## src/rtl/mul_join_pkg.sv

```systemverilog
// rtl/mul_join_pkg.sv - shared types and helpers for the operand join stage
package mul_join_pkg;

  typedef enum logic {
    IDLE = 1'b0,
    FULL = 1'b1
  } slot_state_e;

  function automatic int ptr_w(input int depth);
    return $clog2(depth);
  endfunction

endpackage

```

## src/rtl/join_fifo.sv

```systemverilog
// rtl/join_fifo.sv - per-operand FIFO with registered ready and occupancy count
module join_fifo
  import mul_join_pkg::*;
#(
  parameter int WIDTH = 32,
  parameter int DEPTH = 8
) (
  input  logic                    clk_i,
  input  logic                    rst_i,
  input  logic                    push_i,
  input  logic                    pop_i,
  input  logic [WIDTH-1:0]        wdata_i,
  output logic [WIDTH-1:0]        rdata_o,
  output logic                    ready_o,
  output logic [ptr_w(DEPTH):0]   count_o
);

  localparam int PW = ptr_w(DEPTH);
  localparam int CW = PW + 1;

  logic [WIDTH-1:0] mem_q [DEPTH];
  logic [PW-1:0]    wr_ptr_q, wr_ptr_d;
  logic [PW-1:0]    rd_ptr_q, rd_ptr_d;
  logic [CW-1:0]    cnt_q, cnt_d;
  logic             ready_q, ready_d;
  logic             push_ok, pop_ok;

  // ready_q is the registered not-full flag, so a full FIFO refuses a push
  // even when a pop frees a slot in the same cycle.
  assign push_ok = push_i & ready_q;
  assign pop_ok  = pop_i & (cnt_q != '0);

  always_comb begin
    wr_ptr_d = wr_ptr_q;
    rd_ptr_d = rd_ptr_q;
    cnt_d    = cnt_q;
    if (push_ok) wr_ptr_d = wr_ptr_q + PW'(1);
    if (pop_ok)  rd_ptr_d = rd_ptr_q + PW'(1);
    case ({push_ok, pop_ok})
      2'b10:   cnt_d = cnt_q + CW'(1);
      2'b01:   cnt_d = cnt_q - CW'(1);
      default: cnt_d = cnt_q;
    endcase
    ready_d = (cnt_d != CW'(DEPTH));
  end

  always_ff @(posedge clk_i or posedge rst_i) begin
    if (rst_i) begin
      wr_ptr_q <= '0;
      rd_ptr_q <= '0;
      cnt_q    <= '0;
      ready_q  <= 1'b0;
    end else begin
      wr_ptr_q <= wr_ptr_d;
      rd_ptr_q <= rd_ptr_d;
      cnt_q    <= cnt_d;
      ready_q  <= ready_d;
    end
  end

  always_ff @(posedge clk_i) begin
    if (push_ok) mem_q[wr_ptr_q] <= wdata_i;
  end

  assign rdata_o = mem_q[rd_ptr_q];
  assign ready_o = ready_q;
  assign count_o = cnt_q;

endmodule

```

## src/rtl/mul_operand_join.sv

```systemverilog
// rtl/mul_operand_join.sv - pairs buffered A/B operand streams into one valid slot
// Optional statistics ports (pair_count, skew_max) exist when JOIN_STATS_EN is defined.
module mul_operand_join
  import mul_join_pkg::*;
#(
  parameter int DATAWIDTH_IN_A = 32,
  parameter int DATAWIDTH_IN_B = 32,
  parameter int DEPTH          = 8
) (
  input  logic                      aclk,
  input  logic                      areset,
  input  logic                      s_axis_a_tvalid,
  output logic                      s_axis_a_tready,
  input  logic [DATAWIDTH_IN_A-1:0] s_axis_a_tdata,
  input  logic                      s_axis_b_tvalid,
  output logic                      s_axis_b_tready,
  input  logic [DATAWIDTH_IN_B-1:0] s_axis_b_tdata,
  output logic                      m_axis_a_tvalid,
  output logic [DATAWIDTH_IN_A-1:0] m_axis_a_tdata,
  output logic                      m_axis_b_tvalid,
  output logic [DATAWIDTH_IN_B-1:0] m_axis_b_tdata,
  input  logic                      m_axis_tready
`ifdef JOIN_STATS_EN
  ,
  output logic [31:0]               pair_count,
  output logic [$clog2(DEPTH):0]    skew_max
`endif
);

  localparam int CW = ptr_w(DEPTH) + 1;

  logic [DATAWIDTH_IN_A-1:0] head_a, slot_a_q, slot_a_d;
  logic [DATAWIDTH_IN_B-1:0] head_b, slot_b_q, slot_b_d;
  logic [CW-1:0]             cnt_a, cnt_b;
  logic                      both_avail, load;
  slot_state_e               state_q, state_d;

  join_fifo #(.WIDTH(DATAWIDTH_IN_A), .DEPTH(DEPTH)) u_fifo_a (
    .clk_i   (aclk),
    .rst_i   (areset),
    .push_i  (s_axis_a_tvalid),
    .pop_i   (load),
    .wdata_i (s_axis_a_tdata),
    .rdata_o (head_a),
    .ready_o (s_axis_a_tready),
    .count_o (cnt_a)
  );

  join_fifo #(.WIDTH(DATAWIDTH_IN_B), .DEPTH(DEPTH)) u_fifo_b (
    .clk_i   (aclk),
    .rst_i   (areset),
    .push_i  (s_axis_b_tvalid),
    .pop_i   (load),
    .wdata_i (s_axis_b_tdata),
    .rdata_o (head_b),
    .ready_o (s_axis_b_tready),
    .count_o (cnt_b)
  );

  assign both_avail = (cnt_a != '0) && (cnt_b != '0);

  // Both heads leave together, so A and B can never drift out of order.
  always_comb begin
    state_d  = state_q;
    load     = 1'b0;
    slot_a_d = slot_a_q;
    slot_b_d = slot_b_q;
    case (state_q)
      IDLE: begin
        if (both_avail) begin
          load    = 1'b1;
          state_d = FULL;
        end
      end
      FULL: begin
        if (m_axis_tready) begin
          if (both_avail) load = 1'b1;
          else            state_d = IDLE;
        end
      end
      default: state_d = IDLE;
    endcase
    if (load) begin
      slot_a_d = head_a;
      slot_b_d = head_b;
    end
  end

  always_ff @(posedge aclk or posedge areset) begin
    if (areset) begin
      state_q  <= IDLE;
      slot_a_q <= '0;
      slot_b_q <= '0;
    end else begin
      state_q  <= state_d;
      slot_a_q <= slot_a_d;
      slot_b_q <= slot_b_d;
    end
  end

  assign m_axis_a_tvalid = (state_q == FULL);
  assign m_axis_b_tvalid = (state_q == FULL);
  assign m_axis_a_tdata  = slot_a_q;
  assign m_axis_b_tdata  = slot_b_q;

`ifdef JOIN_STATS_EN
  logic [31:0]   pair_cnt_q, pair_cnt_d;
  logic [CW-1:0] skew_max_q, skew_max_d, skew_now;

  always_comb begin
    skew_now   = (cnt_a >= cnt_b) ? (cnt_a - cnt_b) : (cnt_b - cnt_a);
    pair_cnt_d = load ? pair_cnt_q + 32'd1 : pair_cnt_q;
    skew_max_d = (skew_now > skew_max_q) ? skew_now : skew_max_q;
  end

  always_ff @(posedge aclk or posedge areset) begin
    if (areset) begin
      pair_cnt_q <= '0;
      skew_max_q <= '0;
    end else begin
      pair_cnt_q <= pair_cnt_d;
      skew_max_q <= skew_max_d;
    end
  end

  assign pair_count = pair_cnt_q;
  assign skew_max   = skew_max_q;
`endif

endmodule
```

## config.mk

```make
export PLATFORM = sky130hd
export DESIGN_NAME = mul_operand_join
export DESIGN_NICKNAME = d
export VERILOG_FILES = /design/src/rtl/mul_join_pkg.sv /design/src/rtl/join_fifo.sv /design/src/rtl/mul_operand_join.sv
export SDC_FILE = /design/constraint.sdc
export NUM_CORES = 1
export LEC_CHECK = 0
export CAP_MARGIN = 20
export CORE_MARGIN = 1
export CORE_UTILIZATION = 28
export CTS_CLUSTER_DIAMETER = 80
export DETAILED_ROUTE_END_ITERATION = 8
export PLACE_DENSITY = 0.43
export SLEW_MARGIN = 10
export SYNTH_ARGS = -nofsm -noshare
export SYNTH_HDL_FRONTEND = slang
export SYNTH_SLANG_ARGS = --single-unit
```

## constraint.sdc

```tcl
create_clock -name aclk -period 11.35 [get_ports aclk]
set_input_delay 3.405 -clock aclk [delete_from_list [all_inputs] [get_ports aclk]]
set_output_delay 3.405 -clock aclk [all_outputs]
set_load 0.02 [all_outputs]
```

* Word level (Yosys, flattened, before mapping)
Memories as Yosys holds them, arrays and structs flattened. A register that Yosys moved wholly into a read port is not among the register bits.
Cells that the tools add are included.
** Word-level totals
- Flip-flop bits (word level) :: 23
- Bits in writable memories :: 512
- Input port bits :: 69
- Output and inout bits :: 68
- Word-level logic and storage cells :: 44
- Memories kept :: 2
** Cells by class
- Add/sub/neg operators :: 8
- Equal/unequal tests :: 6
- Multiplexer cells :: 11
- Bitwise operators :: 5
- Reductions and logical operators :: 3
** Memories
- u_fifo_a.mem_q :: depth 8, width 32, rd ports 1, clocked after memory_dff 1, write ports 1, RTL line join_fifo.sv:21 : logic [WIDTH-1:0] mem_q [DEPTH];
- u_fifo_b.mem_q :: depth 8, width 32, rd ports 1, clocked after memory_dff 1, write ports 1, RTL line join_fifo.sv:21
** Operators with widths (number)
- 4-bit one-hot mux with 2 select lines :: 2
- 3-bit by 1-bit adder with 3-bit output (second input constant) :: 4
- 4-bit by 1-bit adder with 4-bit output (second input constant) :: 2
- 4-bit inequality test (second input constant) :: 2
- 4-bit nonzero test :: 2
- 4-bit by 1-bit subtractor with 4-bit output (second input constant) :: 2
- 1-bit 2-to-1 mux :: 7
- 1-bit AND :: 4
- 2-bit by 1-bit equality test with 1-bit output (second input constant) :: 2
- 2-bit equality test (second input constant) :: 2
- 1-bit one-hot mux with 2 select lines :: 2
- 1-bit logical AND :: 1
- 1-bit inverter :: 1

* Logic depth before layout (Yosys ltp)
- Depth after elaboration :: 9
- Depth in mapped cells :: 13
- Depth with buffers taken out :: 10

* Hierarchy
Synthesis repeated with hierarchy kept, for this count alone.
** Second synthesis, totals
- Cells, all modules :: 1027
- Area, all modules :: 23201.0 um^2
** Modules (own cells, without submodules)
- join_fifo :: instances 2, cells an instance 442, area an instance 10271.1 um^2, sequential area each 7962.6 um^2
- mul_operand_join :: instances 1, cells an instance 143, area an instance 2658.8 um^2, sequential area each 1626.6 um^2

* Least setup slack after synthesis
OpenSTA, ideal clock, no wires.
- Path kind :: input-to-reg
- Start point :: input s_axis_a_tvalid
- End point :: memory u_fifo_a.mem_q[0][0] (enable)
- Setup time :: 0.501 ns
- Arrival :: 6.644 ns
- Required time :: 10.849 ns
- Path slack :: 4.204 ns
- Stages :: 2
- Buffers on the path :: 0
- Path through :: nand2_1 -> nor4_1
** Between the ends
- Longest elaborated chain between the ends :: 3
** Ends and longest elaborated chain
- start: declaration :: RTL line mul_operand_join.sv:12 : input logic s_axis_a_tvalid,
- 1-bit AND :: RTL line join_fifo.sv:30 : assign push_ok = push_i & ready_q;
- 1-bit 2-to-1 mux :: RTL line join_fifo.sv:62 : if (push_ok) mem_q[wr_ptr_q] <= wdata_i;
- 1-bit 2-to-1 mux (not written as such) :: RTL line join_fifo.sv:62
- end: declaration :: RTL line join_fifo.sv:21
Every way passes these cells.

* Worst setup path after layout
- Start point :: input m_axis_tready
- End point :: register u_fifo_a.ready_q, in the netlist u_fifo_a.ready_o
** Between the ends
- Longest elaborated chain between the ends :: 6
- Elaborated cells between the ends (all ways) :: 7
- Classes of those cells :: eq/ne: 3; mux: 3; bitwise: 1
** Ends and longest elaborated chain
- start: declaration :: RTL line mul_operand_join.sv:22 : input logic m_axis_tready
- 1-bit 2-to-1 mux * :: RTL line mul_operand_join.sv:76 : if (m_axis_tready) begin
- 1-bit one-hot mux with 2 select lines * :: RTL line mul_operand_join.sv:68 : case (state_q)
- 1-bit AND * :: RTL line join_fifo.sv:31 : assign pop_ok = pop_i & (cnt_q != '0);
- 2-bit by 1-bit equality test with 1-bit output or 2-bit equality test (tied branches) :: RTL line join_fifo.sv:39 : case ({push_ok, pop_ok})
- 4-bit one-hot mux with 2 select lines * :: RTL line join_fifo.sv:39
- named net u_fifo_a.cnt_d[2] :: RTL line join_fifo.sv:24 : logic [CW-1:0] cnt_q, cnt_d;
- 4-bit inequality test * :: RTL line join_fifo.sv:44 : ready_d = (cnt_d != CW'(DEPTH));
- named net u_fifo_a.ready_d :: RTL line join_fifo.sv:25 : logic ready_q, ready_d;
- end signal: assignment :: RTL line join_fifo.sv:57 : ready_q <= ready_d;
- end: declaration :: RTL line join_fifo.sv:25
Mark *: on every way through the listed nets, which the timed path passes. The rest lies on a longest branch.
A chain may end at the register's enable or synchronous reset.

==> results.tsv <==
metric	value	unit
footprint of the multi-input gates	4935	µm²
final RePlAce weighted congestion	0.6718	
commonest cells after routing, fill and taps aside	edfxtp_1, clkdlybuf4s50_1, mux4_2	
clk buf depth	3	
All-Layer GR Usage	12.86	%
VDD IR-drop max	0.1349	mV
Yosys top cell by area	edfxtp_1	
worst endpoint required time	11790	ps
top post-synthesis cells by area	edfxtp_1, mux4_2, dfrtp_1, mux2i_1, a21oi_1	
synthesized area per cell	21.07	µm²
status	finished clean	
Post-Syn Area	22670	µm²
final count of hold timing violations	0	
RSZ-0062 raised after global routing	false	
GRT overflow	0	
Sw Ratio	30.20	%
drt total wl	51550	µm
leakage	0.009080	µW
Pint	5101	µW
final setup fails	0	
Post-synth top flop	edfxtp_1	
I/O pin count	137	
Layout area overhead	21.81	%
Pwr per Cell Area	264.6	nW/µm²
crit-path cells	clkdlybuf4s50_1 -> nor2b_1 -> or3_1 -> inv_6 -> ha_1 -> inv_1 -> fa_1 -> xor2_1 -> o21ai_0 -> nor4b_1 -> mux2i_1	
Nets	1335	
clock network power share	29.7	%
Die W	286.5	µm
synth warn	0	
DR vias	10653	
worst hold slack	529.3	ps
Tcrit/Tclk final	52.47	%
pins over their slew limit	0	
via-per-instance ratio	4.516	
FF/Latch Area	17560	µm²
root buffer cell	clkbuf_16	
Starting Density	28.51	%
post-synth net total	1155	
CTS tree	built	
FMAX	167.9	MHz
CP Class	in -> reg	
clk sinks	599	
Die Area	82110	µm²
Worst slew margin	32.23	%
initial antenna violation count	6	
switching pwr	2207	µW
HPWL Detailed	27590	µm
DRT iter0 DRCs	532	
Post-CTS Setup Inserts	0	
Hold-fix buffers, CTS	0	
crit path max-delay cell type	or3_1	
drt pass-1 iters	5	
post-synthesis sequential area ratio	77.42	%
H-tree lvl count	3	
layout cell share with drive strength beyond 1	21.02	%
number of flops mapped to enable cells by yosys	512	
maxcap violations	0	
Comb pwr share	27.7	%
Fillers	7382	
time the worst path needs with I/O delays and setup	5956	ps
slowest stage delay, CP	540	ps
Remaining DRCs	0	
Num CTS Buffers	69	
first-pass GRT wire length	77500	µm
largest net degree at the start of global routing	73	
synthesized flop and latch total	599	
Syn Inst Count	1076	
skew final	24.32	ps
Final ANT Viol Nets	0	
clk slew on worst S/H paths	60	ps
vias in the first global route	11747	
Critical Path End Type	register	
Setup TNS	0	ps
CP Launch Type	primary input	
Row Count	103	
Clock Latency Late Sink	600	ps
most common cell after layout, fill and taps aside	edfxtp_1	
Async SR Flop Fraction	14.52	%
drt wl/cell	21.85	µm
HP Class	reg -> reg	
Core ar.	79520	µm²
die height	286.5	µm
crit-path max FO	63	
PostCTS Resize Cnt	0	
top cell type's share of synthesized area	67.82	%
Least-Margin Pin Slew	1017	ps
Port-buffer cells	136	
Cell variety after synth	41	
Crit path arrival time	6400	ps
Seq pwr share	42.6	%
worst max-delay path: cells and delay by family:
family,cells,cell delay [ps]
buffers and inverters,3,970
and+or+nand+nor,3,900
adders and majority gates,2,700
xor gates and xnor gates,1,150
AOI/OAI and AO/OA,1,140
muxes,1,130
area by class of cell:
| cell class | instances | share of cell area (%) |
|---|---|---|
| antenna | 1 | 0.009062 |
| clock buffer | 96 | 6.883 |
| clock inverter | 27 | 1.106 |
| inverter | 9 | 0.1586 |
| multi-input combinational | 416 | 17.87 |
| sequential | 599 | 63.61 |
| tap | 1050 | 4.758 |
| timing repair buffer | 161 | 5.609 |
sequential cells by signal, indices dropped and copies added (netlist names):
signal,cells
u_fifo_a.rd_ptr_q,3
u_fifo_b.mem_q,256
m_axis_a_tvalid,1
u_fifo_b.wr_ptr_q,3
m_axis_a_tdata,32
u_fifo_b.ready_o,1
u_fifo_a.ready_o,1
m_axis_b_tdata,32
u_fifo_a.mem_q,256
u_fifo_b.rd_ptr_q,3
u_fifo_a.count_o,4
u_fifo_a.wr_ptr_q,3
u_fifo_b.count_o,4
cell families (layout without fill, tap and decap cells):
group	Yosys count	count (layout)	share of synthesized area (%)
flip-flops	599	599	77.42
buffers and inverters	61	293	1.269
AND/OR/NAND/NOR	114	114	2.362
adder cells (fa/ha/maj)	10	10	0.5850
multiplexers	200	200	15.92
AO/OA/AOI/OAI	77	77	1.860
other	0	1	0
XOR/XNOR	15	15	0.5795
synth_stat cells (2+ instances only):
master / number
a21o_1: 2
buf_4: 2
buf_6: 2
xor2_1: 3
nor4_1: 2
buf_1: 4
mux2i_1: 67
nor2_1: 76
xnor2_1: 12
inv_1: 8
mux2_2: 3
nand2b_1: 5
nand3_1: 6
nor3_1: 7
a21oi_1: 66
buf_2: 27
nand2_1: 9
clkbuf_1: 17
mux2_1: 2
o21a_1: 2
dfrtp_1: 87
edfxtp_1: 512
mux4_2: 128
nor4_4: 2
ha_1: 9
worst paths after layout:
path	from	to	slack, ps	cells past startpoint
min reg2reg	m_axis_b_tdata[15]$_DFFE_PP0N_	m_axis_b_tdata[15]$_DFFE_PP0N_	530	2
max reg2reg	m_axis_a_tvalid$_DFF_PP0_	u_fifo_a.ready_o$_DFF_PP0_	8160	10
min in group asynchronous	areset	m_axis_b_tdata[17]$_DFFE_PP0N_	3280	2
max	m_axis_tready	u_fifo_a.ready_o$_DFF_PP0_	5390	11
min	m_axis_b_tdata[15]$_DFFE_PP0N_	m_axis_b_tdata[15]$_DFFE_PP0N_	530	2
max in group asynchronous	areset	u_fifo_a.rd_ptr_q[1]$_DFFE_PP0P_	6980	3
per-layer routing:
metal	wire length, µm	track usage, %
met1	21450	15.82
met2	26590	22.36
met3	2340	2.925
met4	1091	3.930
met5	77	0
power groups by stage:
stage	Combinational, µW	Sequential, µW	Clock, µW
floorplan	1340	3140	0
global placement	2090	3160	0
detailed placement	2110	3170	0
CTS	2110	3130	2250
global route	2230	3180	2320
finish	2030	3110	2170
through the flow:
stage                     total power, µW  std cells  cell area, µm²  utilization [%]  worst slack (ps)
after floorplan                      4473       1076           22670                -              4204
after global placement               5253       2235           25410            31.95              4816
after detailed placement             5281       2235           25410            31.95              4753
after CTS                            7491       2358           27610            34.72              5391
after global routing                 7728       2358           27610            34.72              5205
final                                7308       2359           27610            34.73              5394
No activity file was read; power rests on OpenSTA's default activity.
